===== src/rtl/reg16_move_sequencer_pkg.sv =====
// -----------------------------------------------------------------------------
// reg16_move_sequencer_pkg
// Shared encodings for the 16-bit register-move sequencer: op modes, sequencer
// states, incrementer commands and the default PC/SP register-file indices.
// -----------------------------------------------------------------------------
package reg16_move_sequencer_pkg;

   typedef enum logic [1:0] {
      MODE_MOVE   = 2'b00,
      MODE_JUMP   = 2'b01,
      MODE_ADDOFF = 2'b10,
      MODE_RSVD   = 2'b11
   } mode_e;

   typedef enum logic [1:0] {
      ST_IDLE    = 2'd0,
      ST_OPERAND = 2'd1,
      ST_EXECUTE = 2'd2,
      ST_FETCH   = 2'd3
   } state_e;

   localparam logic [1:0] INC_NONE = 2'b00;
   localparam logic [1:0] INC_UP   = 2'b01;
   localparam logic [1:0] INC_DOWN = 2'b10;

   localparam int DEFAULT_PC_INDEX = 4;
   localparam int DEFAULT_SP_INDEX = 3;

endpackage


===== src/rtl/reg16_move_sequencer_seq_step_counter.sv =====
// -----------------------------------------------------------------------------
// seq_step_counter
// T-step counter inside one M-cycle. Counts 0..STEPS_PER_M-1 while running,
// wraps on the last step, and holds on the last step while stalled.
// Ports:
//   i_Clk, i_Reset : clock, async active-high reset
//   i_Run          : sequencer is busy (counter forced to 0 otherwise)
//   i_Stall        : hold on the last step (bus not ready)
//   o_Last         : current step is the last of the M-cycle
//   o_Advance      : last step completes this cycle; sequencer moves on
// -----------------------------------------------------------------------------
module seq_step_counter #(
   parameter  int STEPS_PER_M = 4,
   localparam int SW          = $clog2(STEPS_PER_M)
) (
   input  logic i_Clk,
   input  logic i_Reset,
   input  logic i_Run,
   input  logic i_Stall,
   output logic o_Last,
   output logic o_Advance
);

   localparam logic [SW-1:0] LAST_STEP = SW'(STEPS_PER_M - 1);

   logic [SW-1:0] step_q;

   assign o_Last    = (step_q == LAST_STEP);
   assign o_Advance = i_Run && o_Last && !i_Stall;

   // NOTE: sequential state uses non-blocking assignments only, so every flop
   // samples pre-edge values regardless of block evaluation order.
   always_ff @(posedge i_Clk or posedge i_Reset) begin
      if (i_Reset) begin
         step_q <= '0;
      end else if (!i_Run) begin
         step_q <= '0;
      end else if (o_Last) begin
         if (!i_Stall) step_q <= '0;
      end else begin
         step_q <= step_q + SW'(1);
      end
   end

endmodule


===== src/rtl/reg16_move_sequencer.sv =====
// -----------------------------------------------------------------------------
// reg16_move_sequencer
// Micro-sequencer for 16-bit register moves: MOVE (reg->reg), JUMP (reg->PC)
// and, when REG16_SEQ_ADDOFF_EN is defined, ADDOFF (SP + operand -> reg).
// Each op runs a fixed chain of M-cycles and always ends with an opcode FETCH.
// Configuration macro: REG16_SEQ_ADDOFF_EN (undefined: ADDOFF is illegal,
// o_Alu_Add_Off is 0 and the OPERAND state is never entered).
// Ports:
//   i_Clk, i_Reset        : clock, async active-high reset
//   i_Start, i_Mode       : op launch pulse and mode (00 MOVE/01 JUMP/10 ADDOFF)
//   i_Src, i_Dst          : source / destination register indices
//   i_Mem_Ready           : bus ready for the current address cycle
//   o_Busy                : sequence in progress
//   o_Read16, o_Write16   : one-hot register read / write selects
//   o_Address_Out         : selected register drives the address bus
//   o_Increment16         : 01 = +1, 10 = -1, 00 = none
//   o_Alu_Add_Off         : ALU adds latched operand to the read value
//   o_IR_Fetch            : load IR from the data bus
//   o_Reset_Cycle         : instruction completes this step
//   o_Illegal             : one-cycle reject pulse
// -----------------------------------------------------------------------------
module reg16_move_sequencer
   import reg16_move_sequencer_pkg::*;
#(
   parameter  int REG_COUNT   = 6,
   parameter  int STEPS_PER_M = 4,
   parameter  int PC_INDEX    = DEFAULT_PC_INDEX,
   parameter  int SP_INDEX    = DEFAULT_SP_INDEX,
   localparam int IW          = $clog2(REG_COUNT)
) (
   input  logic                 i_Clk,
   input  logic                 i_Reset,
   input  logic                 i_Start,
   input  logic [1:0]           i_Mode,
   input  logic [IW-1:0]        i_Src,
   input  logic [IW-1:0]        i_Dst,
   input  logic                 i_Mem_Ready,
   output logic                 o_Busy,
   output logic [REG_COUNT-1:0] o_Read16,
   output logic [REG_COUNT-1:0] o_Write16,
   output logic                 o_Address_Out,
   output logic [1:0]           o_Increment16,
   output logic                 o_Alu_Add_Off,
   output logic                 o_IR_Fetch,
   output logic                 o_Reset_Cycle,
   output logic                 o_Illegal
);

`ifdef REG16_SEQ_ADDOFF_EN
   localparam bit ADDOFF_EN = 1'b1;
`else
   localparam bit ADDOFF_EN = 1'b0;
`endif

   localparam logic [REG_COUNT-1:0] ONE    = REG_COUNT'(1);
   localparam logic [REG_COUNT-1:0] PC_SEL = ONE << PC_INDEX;
   localparam logic [REG_COUNT-1:0] SP_SEL = ONE << SP_INDEX;

   state_e        state_q, state_d;
   mode_e         mode_q;
   logic [IW-1:0] src_q, dst_q;
   logic          illegal_q;
   logic          start_legal;
   logic          step_last;
   logic          advance;
   logic          stall;

   // Shifting a single 1 keeps the selects one-hot; an out-of-range index
   // (never latched) would simply shift out to zero.
   wire [REG_COUNT-1:0] src_sel = ONE << src_q;
   wire [REG_COUNT-1:0] dst_sel = ONE << dst_q;

   assign start_legal = (mode_e'(i_Mode) != MODE_RSVD)
                     && (ADDOFF_EN || mode_e'(i_Mode) != MODE_ADDOFF)
                     && (int'(i_Src) < REG_COUNT)
                     && (int'(i_Dst) < REG_COUNT);

   // Only bus cycles can be held off by the memory.
   assign stall = o_Address_Out && !i_Mem_Ready;

   seq_step_counter #(
      .STEPS_PER_M (STEPS_PER_M)
   ) u_step (
      .i_Clk     (i_Clk),
      .i_Reset   (i_Reset),
      .i_Run     (state_q != ST_IDLE),
      .i_Stall   (stall),
      .o_Last    (step_last),
      .o_Advance (advance)
   );

   // State register plus launch latches.
   always_ff @(posedge i_Clk or posedge i_Reset) begin
      if (i_Reset) begin
         state_q   <= ST_IDLE;
         mode_q    <= MODE_MOVE;
         src_q     <= '0;
         dst_q     <= '0;
         illegal_q <= 1'b0;
      end else begin
         state_q   <= state_d;
         illegal_q <= (state_q == ST_IDLE) && i_Start && !start_legal;
         if ((state_q == ST_IDLE) && i_Start && start_legal) begin
            mode_q <= mode_e'(i_Mode);
            src_q  <= i_Src;
            dst_q  <= i_Dst;
         end
      end
   end

   // Next-state logic.
   // NOTE: every always_comb output gets a default first so no path can
   // leave it unassigned and infer a latch.
   always_comb begin
      state_d = state_q;
      case (state_q)
         ST_IDLE: begin
            if (i_Start && start_legal) begin
               case (mode_e'(i_Mode))
                  MODE_MOVE:   state_d = ST_EXECUTE;
                  MODE_JUMP:   state_d = ST_FETCH;
`ifdef REG16_SEQ_ADDOFF_EN
                  MODE_ADDOFF: state_d = ST_OPERAND;
`endif
                  default:     state_d = ST_IDLE;
               endcase
            end
         end
`ifdef REG16_SEQ_ADDOFF_EN
         ST_OPERAND: if (advance) state_d = ST_EXECUTE;
`endif
         ST_EXECUTE: if (advance) state_d = ST_FETCH;
         ST_FETCH:   if (advance) state_d = ST_IDLE;
         default:    state_d = ST_IDLE;
      endcase
   end

   // Output decode from state and step.
   always_comb begin
      o_Busy        = (state_q != ST_IDLE);
      o_Read16      = '0;
      o_Write16     = '0;
      o_Address_Out = 1'b0;
      o_Increment16 = INC_NONE;
      o_Alu_Add_Off = 1'b0;
      o_IR_Fetch    = 1'b0;
      o_Reset_Cycle = 1'b0;
      o_Illegal     = illegal_q;
      case (state_q)
`ifdef REG16_SEQ_ADDOFF_EN
         ST_OPERAND: begin
            // Fetch the offset operand at PC and step past it.
            o_Read16      = PC_SEL;
            o_Address_Out = 1'b1;
            o_Increment16 = INC_UP;
         end
`endif
         ST_EXECUTE: begin
            if (ADDOFF_EN && mode_q == MODE_ADDOFF) begin
               o_Read16      = SP_SEL;
               o_Alu_Add_Off = 1'b1;
            end else begin
               o_Read16 = src_sel;
            end
            if (step_last) o_Write16 = dst_sel;
         end
         ST_FETCH: begin
            // JUMP fetches through the target register and copies it to PC.
            o_Read16      = (mode_q == MODE_JUMP) ? src_sel : PC_SEL;
            o_Address_Out = 1'b1;
            o_Increment16 = INC_UP;
            if (step_last) begin
               o_IR_Fetch    = 1'b1;
               o_Reset_Cycle = 1'b1;
               if (mode_q == MODE_JUMP) o_Write16 = PC_SEL;
            end
         end
         default: ;
      endcase
   end

endmodule


===== config.mk =====
export PLATFORM = sky130hd
export DESIGN_NAME = reg16_move_sequencer
export DESIGN_NICKNAME = d
export VERILOG_FILES = /design/src/rtl/reg16_move_sequencer_pkg.sv /design/src/rtl/reg16_move_sequencer_seq_step_counter.sv /design/src/rtl/reg16_move_sequencer.sv
export SDC_FILE = /design/constraint.sdc
export NUM_CORES = 1
export LEC_CHECK = 0
export ABC_AREA = 1
export CAP_MARGIN = 20
export CELL_PAD_IN_SITES_DETAIL_PLACEMENT = 1
export CELL_PAD_IN_SITES_GLOBAL_PLACEMENT = 1
export CORE_MARGIN = 2
export CORE_UTILIZATION = 26
export DETAILED_ROUTE_END_ITERATION = 12
export GPL_ROUTABILITY_DRIVEN = 0
export PLACE_DENSITY_LB_ADDON = 0.1
export SYNTH_ARGS = -nofsm -noshare
export SYNTH_HDL_FRONTEND = slang
export SYNTH_HIERARCHICAL = 1
export SYNTH_SLANG_ARGS = --single-unit

===== constraint.sdc =====
create_clock -name i_Clk -period 1.3 [get_ports i_Clk]
set_clock_uncertainty 0.15 [all_clocks]
set_input_delay 0.195 -clock i_Clk [delete_from_list [all_inputs] [get_ports i_Clk]]
set_output_delay 0.195 -clock i_Clk [all_outputs]
set_load 0.02 [all_outputs]

---- Word-level counts from Yosys, hierarchy flattened ----
Cells that the tools add are included.
cells by class
  $add $sub $neg .......................... 1
  multiply operators ...................... 0
  divide/modulo/power cells ............... 0
  magnitude comparators ................... 2
  eq/ne operators ......................... 11
  shift operators ......................... 2
  mux-type cells .......................... 18
  bitwise operators ....................... 0
  reductions and logical operators ........ 17
operator list
  cell                                             number
  case mux 6 bit (2 select lines)                  2
  two-way mux 2 bit                                6
  two-way mux 6 bit                                2
  << shifter 1 x 3 -> 6 bit, first input constant  2
  logical AND 1 bit                                10
  two-way mux 5 bit                                2
  != test 2 bit, second input constant             4
  == test 2 bit, second input constant             3
  < comparator 3 bit, second input constant        2
  case mux 2 bit (3 select lines)                  1
  == test 2 x 1 -> 1 bit, second input constant    2
  zero test 2 bit                                  2
  two-way mux 1 bit                                4
  case mux 2 bit (2 select lines)                  1
  zero test 1 bit                                  3
  != test 3 bit, second input constant             1
  AND reduction 3 bit                              1
  adder 2 x 1 -> 2 bit, second input constant      1
  != test 2 x 1 -> 1 bit, second input constant    1
  nonzero test 2 bit                               1
word-level totals
  flip-flop bits (word level) ............. 13
  latch bits .............................. 0
  memory bits (writable) .................. 0
  bits in read-only memories .............. 0
  input bits .............................. 12
  output and inout port bits .............. 20
  word-level logic and storage cells ...... 57
  memories kept ........................... 0

---- Depth between registers and ports, before layout ----
  depth in word-level cells ............... 7
  gate-level depth with buffers ........... 8

---- Modules after synthesis ----
Netlist, hierarchy kept.
modules (own cells, without submodules)
  module                times used  cells an instance  area each (um^2)  sequential area each (um^2)
  reg16_move_sequencer  1           94                 669.4             275.3
  seq_step_counter      1           17                 121.4             50.0

---- Worst setup path after synthesis ----
Ideal clock, no wire load.
  kind .................................... flip-flop to output port
  start point ............................. register u_step.step_q[0]
  end point ............................... output port o_Write16[5]
  data arrival time ....................... 1.362 ns
  setup slack ............................. -0.407 ns
  stages on the path, launching flop included .. 4
  cell sequence ........................... dfrtp_1 -> ha_1 -> inv_1 -> nor4_1
on the way
  longest elaborated chain between the ends .. 3
RTL lines
  item                             line                                         text
  start: declaration               reg16_move_sequencer_seq_step_counter.sv:26  logic [SW-1:0] step_q;
  start signal: assignment         reg16_move_sequencer_seq_step_counter.sv:41  step_q <= step_q + SW'(1);
  == test 2 bit                    reg16_move_sequencer_seq_step_counter.sv:28  assign o_Last = (step_q == LAST_STEP);
  named net step_last              reg16_move_sequencer.sv:64                   logic step_last;
  two-way mux 6 bit                reg16_move_sequencer.sv:165                  if (step_last) o_Write16 = dst_sel;
  case mux 6 bit (2 select lines)  reg16_move_sequencer.sv:149                  case (state_q)
  end: declaration                 reg16_move_sequencer.sv:40                   output logic [REG_COUNT-1:0] o_Write16,
The timed path passes the listed nets, and every way through them passes these cells.

---- Final worst setup path ----
  start point ............................. register u_step.step_q[1]
  end point ............................... output port o_Write16[4]
on the way
  longest elaborated chain between the ends .. 3
  elaborated cells between the ends (all ways) .. 4
  those cells by class .................... eq/ne (1); mux (3)
RTL lines
  item                                                    line
  == test 2 bit (*)                                       reg16_move_sequencer_seq_step_counter.sv:28
  named net step_last                                     reg16_move_sequencer.sv:64
  two-way mux 5 bit or two-way mux 6 bit (tied branches)  reg16_move_sequencer.sv:172, reg16_move_sequencer.sv:165
  case mux 6 bit (2 select lines) (*)                     reg16_move_sequencer.sv:149
The timed path passes the listed nets; every way through them passes the cells marked *.

==> flow_summary.toml <==
[clock_network]
cts_tree = "built"
path_clk_slew_ns = 0.09
htree_levels = 1
root_buffer = "clkbuf_4"
clock_path_buffers = 2
cts_made_buffers = 3
cts.sinks = 13
clkLatencyLatePin_ns = 0.29

[global_route]
met3_usage_pct = 4.59
grt_pass1_vias = 1042
groute.usage.overall_pct = 18.9
grt_pass1_wl_mm = 4.78
use_met2_pct = 38.3
antenna_found_initial = 0
grt_remaining_overflow = 0
grt_max_degree = 12
grt-busiest-layer = "met2"
grt_util_met1_pct = 19.5

[synth]
yosysWarnings = 6
ys_seq_area_share_pct = 41.1
netlist_top_cells_area = "dfrtp_1 (41%), nand2_1 (12%), inv_1 (10%)"
synthesis.area_um2 = 791
ys_seq_elements = 13
yosys.cell_types.count = 20
yosysTopAreaCell = "dfrtp_1"
syn_avg_cell_area_um2 = 7.12
netlist_instances = 111
yosys.area.top_type_share_pct = 41.1

[finish]
fin_nets = 195
diodes = 0
drive_gt1_share_pct = 61.3
area_growth_pct = 121
final_common_cell = "buf_4"
final_cell_mix = "buf_4 (31), buf_6 (25), nand2_1 (14), inv_1 (14)"

[floorplan]
core_um2 = 2980
dieArea_um2 = 3500
rows = 20
initial_utilization_pct = 26.6
die_h_um = 59.2
die_w_um = 59.2
num_io_pins = 32

[routing]
num_vias = 974
drc_errors = 0
first_pass_iters = 3
viasPerCell = 4.55
ant_nets = 0
drt_iter0_markers = 16
totalWireLength_mm = 3.13
avgRoutedWirePerCell_um = 14.6

[power]
p_seq_share_pct = 19.4
power_mw = 3.72
p_switching_mw = 1.73
peakVddDrop_mv = 0.998
p_leak_nw = 0.841
p_clk_share_pct = 7.4
power_frac_comb_pct = 73.1
swShare_pct = 46.3
p_int_mw = 2.00
power_per_cell_area_nw_per_um2 = 2130

[sta]
finalMaxSlewViolations = 0
setup_ws_ns = -0.496
setup_viol = 30
tns_ns = -10.87
hold_viol_final = 0
min_period_over_period_pct = 138
rsz0062_at_grt = "yes"
fmax_ghz = 0.557
period_needed_ns = 1.80

[worst_setup_path]
arrival_ns = 1.45
critPathRequiredTime_ns = 0.95
endpoint_kind = "output port"
crit_fanout = 3
worstSetupStartpointType = "register"
worstSetupPathType = "register to output port"

[hold_path]
hold_class = "primary input to register"

[place]
dpl.hpwl_mm = 2.02
place_worst_setup_slack_ns = -0.659
io_buffer_count = 29

[run_status]
status = "finished with violations"
failed_checks = "negative setup slack"

[job]
cap_violations = 0
[path summary, 6_finish.rpt]
path,depth (start not counted),end,slack (ns),startpoint
setup / recovery,6,o_Write16[4],-0.50,u_step/step_q[1]
hold / removal,3,src_q[0],0.30,i_Src[0]
setup reg to reg,9,dst_q[1],-0.38,state_q[1]
hold reg to reg,2,mode_q[1],0.42,mode_q[1]
max in group asynchronous,4,state_q[1],0.20,i_Reset
min in group asynchronous,3,u_step/step_q[1],0.48,i_Reset
[power groups by stage]
| stage | clock (mW) | sequential [mW] | combinational (mW) |
|---|---|---|---|
| 2_1_floorplan | 0 | 0.715 | 1.06 |
| 3_3_place_gp | 0 | 0.701 | 1.97 |
| 3_5_place_dp | 0 | 0.710 | 2.02 |
| 4_1_cts | 0.278 | 0.710 | 2.37 |
| 5_1_grt | 0.311 | 0.742 | 2.92 |
| 6_report | 0.276 | 0.724 | 2.72 |
[state kept, by name, indices dropped and copies added, names as in the netlist]
register,flops
state_q,2
mode_q,2
o_Illegal,1
dst_q,3
src_q,3
u_step/step_q,2
[synthesized netlist by cell type (all sizes together)]
library cell	count
buf	5
conb	1
dfrtp	13
ha	1
inv	21
nand2	28
nand3	5
nand3b	1
nand4	3
nor2	18
nor3	3
nor4	3
o21ai	8
o22ai	1
[what timing repair did]
action / in CTS / in global routing
resized for setup: 124 / 41
hold endpoints to repair: 2 / 0
gates cloned: 1 / 0
hold buffers: 1 / 0
buffers inserted: 6 / 6
endpoints found under the setup margin: 30 / 31
pin swaps: 9 / 12
[cell type report]
type                       count  area [um^2]
timing repair buffer          70          659
inverter                      21         83.8
clock buffer                   4         26.3
fill                         369         1230
multi-input combinational     73          611
sequential                    13          327
tap                           33         41.3
[through the flow]
step | cells | area (um^2) | utilization [%] | hold WS [ns]
after floorplan | 112 | 902 | - | -0.214
after global placement | 200 | 1440 | 48.3 | 0.235
after detailed placement | 200 | 1440 | 48.3 | 0.245
after CTS | 212 | 1630 | 54.6 | 0.308
after global routing | 214 | 1750 | 58.7 | 0.304
final | 214 | 1750 | 58.7 | 0.301
[kinds of logic after synthesis]
group	synth area share, %
AOI/OAI and AO/OA	6.80
adders and majority gates	1.58
buffers and inverters	15.2
DFF	41.1
other	0.474
and+or+nand+nor	34.8
[worst max-delay path: stages, from the launching register on]
cell     delay, ns
dfrtp_1       0.41
ha_4          0.17
inv_4         0.05
nor2_4        0.11
nand3_2       0.12
o21ai_2       0.17
buf_6         0.13
[routing by layer]
layer / vias to the layer above / share of wire, %
li1: 486 / -
met5: - / 0
met1: 470 / 37
met4: 0 / 0.29
met2: 16 / 60
met3: 2 / 2.5
Power figures use the tool's default switching activity.
